### config.mk
export PLATFORM = sky130hd
export DESIGN_NAME = issue_arbiter
export DESIGN_NICKNAME = d
export VERILOG_FILES = /design/src/rtl/issue_arbiter_pkg.sv /design/src/rtl/issue_arbiter_prio_enc.sv /design/src/rtl/issue_arbiter.sv
export SDC_FILE = /design/constraint.sdc
export NUM_CORES = 1
export LEC_CHECK = 0
export BUFFER_PORTS_ARGS = -buffer_cell sky130_fd_sc_hd__clkbuf_2
export CAP_MARGIN = 20
export CELL_PAD_IN_SITES_DETAIL_PLACEMENT = 2
export CELL_PAD_IN_SITES_GLOBAL_PLACEMENT = 2
export CORE_MARGIN = 2
export CORE_UTILIZATION = 13
export DETAILED_ROUTE_END_ITERATION = 8
export PLACE_DENSITY = 0.75
export SLEW_MARGIN = 15
export SYNTH_ARGS = -nofsm -noshare
export SYNTH_HDL_FRONTEND = slang
export SYNTH_HIERARCHICAL = 1
export SYNTH_SLANG_ARGS = --single-unit
### constraint.sdc
create_clock -name vclk -period 1.21
set_clock_uncertainty 0.2 [all_clocks]
set_input_delay 0.121 -clock vclk [all_inputs]
set_output_delay 0.121 -clock vclk [all_outputs]
set_load 0.02 [all_outputs]
### src/rtl/issue_arbiter_pkg.sv
// Shared constants for the issue-queue arbiter: default size and the "no grant" index.
// Consumers compare the granted index against ARB_NONE before using it.
package issue_arbiter_pkg;

  localparam int ARB_N     = 16;
  localparam int ARB_IDX_W = 5;

  localparam logic [ARB_IDX_W-1:0] ARB_NONE = ARB_IDX_W'(ARB_N);

endpackage

### src/rtl/issue_arbiter_prio_enc.sv
// Lowest-index-wins priority encoder: one-hot winner, binary index and any-request flag.
// With no request the index reports W, which is the arbiter's "no grant" code.
module prio_enc
  import issue_arbiter_pkg::*;
#(
  parameter int W    = ARB_N,
  parameter int IDXW = ARB_IDX_W
) (
  input  logic [W-1:0]    req,
  output logic [W-1:0]    onehot,
  output logic [IDXW-1:0] index,
  output logic            any
);

  // Scan from the top down so the last hit, i.e. the lowest set index, wins.
  always_comb begin
    onehot = '0;
    index  = IDXW'(W);
    for (int i = W - 1; i >= 0; i--) begin
      if (req[i]) begin
        onehot    = '0;
        onehot[i] = 1'b1;
        index     = IDXW'(i);
      end
    end
  end

  assign any = |req;

endmodule

### src/rtl/issue_arbiter.sv
// Combinational N-way issue arbiter returning the winner as one-hot and binary index.
// Define ROUND_ROBIN_EN for a rotating-priority pointer; otherwise fixed lowest-index priority.
module issue_arbiter
  import issue_arbiter_pkg::*;
#(
  parameter int N     = ARB_N,
  parameter int IDX_W = ARB_IDX_W
) (
  input  logic             CLK,
  input  logic             RESET,
  input  logic [N-1:0]     ready,
  input  logic             accept,
  output logic [N-1:0]     grant,
  output logic [IDX_W-1:0] granted,
  output logic             valid
);

`ifdef ROUND_ROBIN_EN

  logic [IDX_W-1:0] ptr;
  logic [N-1:0]     ptr_mask;
  logic [N-1:0]     masked_ready;

  logic [N-1:0]     hi_onehot;
  logic [IDX_W-1:0] hi_index;
  logic             hi_any;
  logic [N-1:0]     all_onehot;
  logic [IDX_W-1:0] all_index;
  logic             all_any;

  always_comb begin
    ptr_mask = '0;
    for (int i = 0; i < N; i++) begin
      ptr_mask[i] = (IDX_W'(i) >= ptr);
    end
  end

  assign masked_ready = ready & ptr_mask;

  prio_enc #(.W(N), .IDXW(IDX_W)) u_enc_hi (
    .req    (masked_ready),
    .onehot (hi_onehot),
    .index  (hi_index),
    .any    (hi_any)
  );

  prio_enc #(.W(N), .IDXW(IDX_W)) u_enc_all (
    .req    (ready),
    .onehot (all_onehot),
    .index  (all_index),
    .any    (all_any)
  );

  // Requests at or above ptr take precedence; the unmasked search covers the wrap-around.
  assign grant   = hi_any ? hi_onehot : all_onehot;
  assign granted = hi_any ? hi_index  : all_index;
  assign valid   = all_any;

  always_ff @(posedge CLK or negedge RESET) begin
    if (!RESET) begin
      ptr <= '0;
    end else if (accept && valid) begin
      ptr <= (granted == IDX_W'(N - 1)) ? '0 : granted + IDX_W'(1);
    end
  end

`else

  logic unused_rr_inputs;

  assign unused_rr_inputs = ^{CLK, RESET, accept};

  prio_enc #(.W(N), .IDXW(IDX_W)) u_enc (
    .req    (ready),
    .onehot (grant),
    .index  (granted),
    .any    (valid)
  );

`endif

endmodule

* Word level (Yosys, flattened, before mapping) *
Cells that the tools add are included.

storage, ports and cells
  register bits after elaboration = 0
  input port bits = 19
  output and inout bits = 22

operators by class
  mux-type cells = 32
  reduce and logical (&&, ||, !) cells = 1

operators with widths
  operator           number
  $mux W16           16
  $mux W5            16
  $reduce_or A16 Y1  1

* Logic depth before layout (Yosys ltp) *
Gate-level depths: netlist (run 1).

  depth in word-level cells = 16
  gate-level depth with buffers = 4
  mapped depth without buffers = 4

* Worst setup path after synthesis (run 1) *
Ideal clock, no wire load.

  path type = input to output
  from = in ready[3]
  to = out grant[10]
  arrival = 1,395 ps
  slack = -506 ps
  stages on the path = 3
  buffers on the path = 0
  cell sequence = nor4_4 -> nand3_1 -> nor4b_1

on the way
  longest elaborated chain between the ends = 4

RTL lines
  element                 RTL line                      RTL
  start: declaration      issue_arbiter.sv:11           input logic [N-1:0] ready,
  $mux W16 (4 in series)  issue_arbiter_prio_enc.sv:20  if (req[i]) begin
  end: declaration        issue_arbiter.sv:13           output logic [N-1:0] grant,

Every way passes these cells.

* Final worst setup path (run 1) *
  from = in ready[0]
  to = out grant[15]

on the way
  longest elaborated chain between the ends = 1

RTL lines
  element   RTL line
  $mux W16  issue_arbiter_prio_enc.sv:20

Every way passes these cells.

==> results of run 1 <==
-- metrics by stage --
| stage | hold WS, ps | setup WS (ps) |
|---|---|---|
| detailed placement | 480.9 | -602.6 |
| floorplan | 71.63 | -237.6 |
| finish | 464.5 | -452.0 |
| global route | 475.0 | -521.7 |
| CTS | 488.9 | -470.1 |
| global placement | 464.9 | -538.3 |
-- per-layer routing --
layer	up-vias	track usage, %	share of wire (%)
met3	0	0.2342	2.0
met2	25	39.80	63
met4	0	0	0
li1	345	-	-
met5	-	0	0
met1	368	18.91	35
-- timing repair --
item                                    CTS  global route
resized for setup                        50            31
buffers inserted                          8             2
hold buffers                              0             0
pin swaps                                 9             8
endpoints found under the setup margin   18            20
-- synth_stat cells --
cell	count	area share, %
o21a_1	1	2.2
and4b_1	2	5.8
and3_1	2	3.6
o21ai_0	1	1.4
nor4_1	2	3.6
nand2b_1	1	1.8
and2_4	1	2.5
nor2b_1	2	3.6
nor3_1	4	5.8
nor4_4	2	12
a21oi_1	2	2.9
or4_1	1	2.2
and3_4	1	3.3
nor2_1	8	8.7
a221oi_1	1	2.5
nor3b_1	2	4.3
nor4b_1	2	5.1
a311oi_1	1	2.5
and2_1	1	1.8
nand3_1	2	2.9
inv_1	2	2.2
and2_2	3	6.5
nand2_1	3	3.3
and3_2	1	2.2
o311ai_0	1	2.5
buf_4	1	2.2
o31ai_1	1	2.2
-- cells by family (layout without fill, tap and decap cells) --
logic type	count (synthesis)	after routing	share of synthesized area, %
buffers and inverters	3	76	4.349
and+or+nand+nor	40	40	79.35
AOI/OAI and AO/OA	8	8	16.31
-- how the worst min path moves through the flow --
| stage | start | end | cells after the start |
|---|---|---|---|
| 6_report | ready[0] | grant[0] | 3 |
| 5_1_grt | ready[0] | grant[0] | 3 |
| 4_1_cts | ready[8] | grant[8] | 3 |
| 3_5_place_dp | ready[12] | grant[13] | 4 |
| 3_3_place_gp | ready[12] | grant[13] | 4 |
| 2_1_floorplan | ready[0] | grant[1] | 1 |
-- critical path, cell delays in order --
cell	delay (ps)
buf_8	100
nor4_4	250
buf_4	170
and3_4	200
and2_4	150
and4b_2	240
buf_8	110
-- layout make-up --
cell class / instances / area, µm² / area share (%)
tap: 30 / 37.54 / 3.058
inverter: 2 / 7.507 / 0.6116
multi-input combinational: 48 / 528.0 / 43.02
timing repair buffer: 74 / 654.4 / 53.31
-- power groups by stage --
| stage | clock, mW | combinational (mW) | sequential (mW) |
|---|---|---|---|
| detailed placement | 0 | 0.218 | 0 |
| global placement | 0 | 0.208 | 0 |
| CTS | 0 | 0.261 | 0 |
| floorplan | 0 | 0.0708 | 0 |
| global route | 0 | 0.314 | 0 |
| finish | 0 | 0.293 | 0 |
==> results.ini, run 1 <==
[global_route]
antenna_found_initial=0
grt_use_total_pct=17.86
grt_pass1_vias=819
grt_max_degree=7
grt_pass1_wl_um=4450
overflow=0

[power_and_ir_drop]
swShare_pct=50.61
switchingPower_uw=148.4
power_density_nw_per_um2=238.9
power_uw=293.2
p_clk_share_pct=0
p_comb_share_pct=100.0
leakage_nw=0.5516
internal_power_uw=144.8
vdd_drop_max_uv=135.5
p_seq_share_pct=0

[sta]
maxClockFrequency_mhz=601.7
fin_setup_tns_ps=-6050
period_minus_slack_ps=1662
worst_slew_pin_slew_ps=397.6
slew_viol_final=0
setup_viol=19
rsz0062_at_grt=yes
period_share_pct=137.4
fin_ws_ps=-452.0
hold_violations=0
slew-limit-headroom_pct=73.29

[route]
antenna_left=0
drc_errors=0
vias=738
drt_iter0_markers=14
drtPass1Iterations=2
viasPerCell=4.792
wire_per_inst_um=18.29
drt-total-wl_um=2816

[final_layout]
syn_to_final_growth_pct=255.4
n_clock_buffer=0
most-common-layout-cells=buf_4, clkbuf_2, buf_6
drive_gt1_share_pct=87.10
insertedDiodeCount=0
seq_area_um2=0
stdcell_count=154
postLayoutCoreUtil_pct=49.10
n_sequential_cell=0
layout.nets=145
design_area_um2=1227
fill_cells=267
layout_commonest_cell=buf_4

[placement]
portBuffers=38
hpwl_um=1734
dpl.cell_count=144
placed_area_um2=869.6
place.gp.congestion=0.8027

[yosys]
syn_avg_cell_area_um2=6.771
syn_area_um2=345.3
ys_warn_count=6
ys_types=27
syn_nets=70
syn_inst=51
ys_seq_area_share_pct=0

[worst_setup_path]
path_class=in -> out
crit_end=grant[15]
startpoint_type=input port
worstSetupEndpointType=primary output
worstPathRequired_ps=890
worstPathArrival_ps=1340
crit_fanout=3
startpoint=ready[0]

[floorplan]
start_util_pct=13.81
num_rows=18
ioPinCount=41
die_x_um=55.54
die_area_um2=3085
coreArea_um2=2500
fp.dieH_um=55.54

[flow_run]
maxCapViolations=0

[worst_hold_path]
hold_class=in -> out

[run_status]
status=finished with violations
failed_checks=negative setup slack

Note: power is estimated with default switching activity, not from simulation.
==> run 2, diff against run 1 <==
- BUFFER_PORTS_ARGS: -buffer_cell sky130_fd_sc_hd__clkbuf_2 -> -buffer_cell sky130_fd_sc_hd__buf_2
- CORE_ASPECT_RATIO: not set -> 1.25
==> run 2 against run 1 <==
- the flow still finishes with violations (negative setup slack)
- combinational power decreased by 1%
- first-iteration DRC count decreased by 29%
- highest routed layer unchanged
- count of clock-buffer cells in the layout unchanged
==> results.ini, run 2 (synthesized netlist as in run 1, its figures left out) <==
[floorplan]
fp.dieH_um=61.63  ; +11%
start_util_pct=13.94  ; +0.13 points
num_rows=20  ; +2
die_x_um=50.10  ; -9.8%
coreArea_um2=2477  ; -0.90%
die_area_um2=3087  ; about the same
ioPinCount=41  ; unchanged

[sta]
slew_viol_final=0  ; unchanged
hold_violations=0  ; unchanged
slew-limit-headroom_pct=76.62  ; +3.3 points
period_share_pct=134.6  ; -2.8 points
fin_ws_ps=-418.3  ; +33.71 ps
worst_slew_pin_slew_ps=348.1  ; -49.49 ps
fin_setup_tns_ps=-4978  ; +1072 ps
maxClockFrequency_mhz=614.2  ; +2.1%
setup_viol=18  ; -1
rsz0062_at_grt=yes
period_minus_slack_ps=1628  ; -33.71 ps

[final_layout]
layout.nets=139  ; -4.1%
fill_cells=273  ; +2.2%
postLayoutCoreUtil_pct=47.63  ; -1.5 points
drive_gt1_share_pct=86.44  ; -0.66 points
insertedDiodeCount=0  ; unchanged
layout_commonest_cell=buf_4
syn_to_final_growth_pct=241.7
n_sequential_cell=0  ; unchanged
most-common-layout-cells=buf_4, buf_6, buf_2
seq_area_um2=0  ; unchanged
n_clock_buffer=0  ; unchanged
multi_input_area_um2=530.5  ; +0.47%

[power_and_ir_drop]
leakage_nw=0.5180  ; -6.1%
internal_power_uw=146.7  ; +1.3%
vdd_drop_max_uv=135.7  ; +0.21%
p_seq_share_pct=0  ; unchanged
switchingPower_uw=142.1  ; -4.3%
swShare_pct=49.19  ; -1.4 points
p_comb_share_pct=100.0  ; about the same
p_clk_share_pct=0  ; unchanged
power_density_nw_per_um2=244.7  ; +2.4%

[worst_setup_path]
crit_fanout=4  ; +1
startpoint_type=input port
path_class=in -> out
worstPathArrival_ps=1310  ; -30 ps
worstSetupEndpointType=primary output
worstPathRequired_ps=890  ; about the same

[route]
drt-total-wl_um=2539  ; -9.8%
wire_per_inst_um=16.81  ; -8.0%
drtPass1Iterations=2  ; unchanged
drc_errors=0  ; unchanged
drt_iter0_markers=10  ; -4
antenna_left=0  ; unchanged
vias=693  ; -6.1%
viasPerCell=4.589  ; -4.2%

[global_route]
grt_pass1_vias=764  ; -6.7%
antenna_found_initial=0  ; unchanged
grt_use_total_pct=14.54  ; -3.3 points
grt_max_degree=7  ; unchanged
grt_pass1_wl_um=3546  ; -20%
overflow=0  ; unchanged

[placement]
portBuffers=38  ; unchanged
hpwl_um=1726  ; -0.42%
place.gp.congestion=0.6909  ; -14%

[flow_run]
maxCapViolations=0  ; unchanged

[run_status]
failed_checks=negative setup slack
status=finished with violations

[worst_hold_path]
hold_class=in -> out

[run 2: cell types whose count changed in the layout (fill, tap and decap cells not counted), moves of 4 or more]
cell	before	now
clkbuf_2	15	0
buf_2	1	11
buf_6	8	24
buf_4	34	30
buf_8	7	2
clkbuf_8	7	0
[run 2: final timing paths]
check,start,slack [ps],depth (start not counted),end
setup / recovery,ready[2],-420,6,grant[15]
hold / removal,ready[10],430,3,grant[10]
[run 2: metrics by stage]
stage / setup WS (ps) / cell area (µm²) / hold WS [ps] / std cells / total power, mW
final: -418.3 / 1180 / 430.1 / 151 / 0.2888
after global routing: -458.6 / 1180 / 432.0 / 151 / 0.3065
after CTS: -453.0 / 1091 / 422.2 / 149 / 0.2680
after detailed placement: -599.6 / 858.3 / 467.6 / 145 / 0.2129
after global placement: -547.9 / 858.3 / 458.6 / 145 / 0.2035
after floorplan: -237.6 / 454.2 / 71.63 / 51 / 0.07081
[run 2: worst max-delay path, stage by stage]
cell and delay, ps:
buf_8 100, nor4_4 320, and3_4 260, and2_4 160, and4b_2 230, buf_6 120
[run 2: metal layers]
layer	share of wire [%]	wire length, µm	track usage, %
met5	0	0	0
met4	0	0	0
met3	3.7	94	1.214
met2	63	1598	34.96
met1	33	846	13.33
[run 2: power groups by stage]
| stage | Sequential, mW | Combinational (mW) | Clock [mW] |
|---|---|---|---|
| 4_1_cts | 0 | 0.268 | 0 |
| 3_5_place_dp | 0 | 0.213 | 0 |
| 2_1_floorplan | 0 | 0.0708 | 0 |
| 5_1_grt | 0 | 0.306 | 0 |
| 6_report | 0 | 0.289 | 0 |
| 3_3_place_gp | 0 | 0.204 | 0 |
[run 2: timing repair]
action | in CTS | in global routing
resized for setup | 57 | 19
setup endpoints to repair | 18 | 19
hold buffers | 0 | 0
cloned | 0 | 0
pin swaps | 15 | 9
setup buffers | 4 | 2
[run 2: area by class of cell]
type / count / area share [%]
inverters: 2 / 0.6363
multi-input cells: 48 / 44.96
well taps: 33 / 3.499
repair buffers: 68 / 50.90
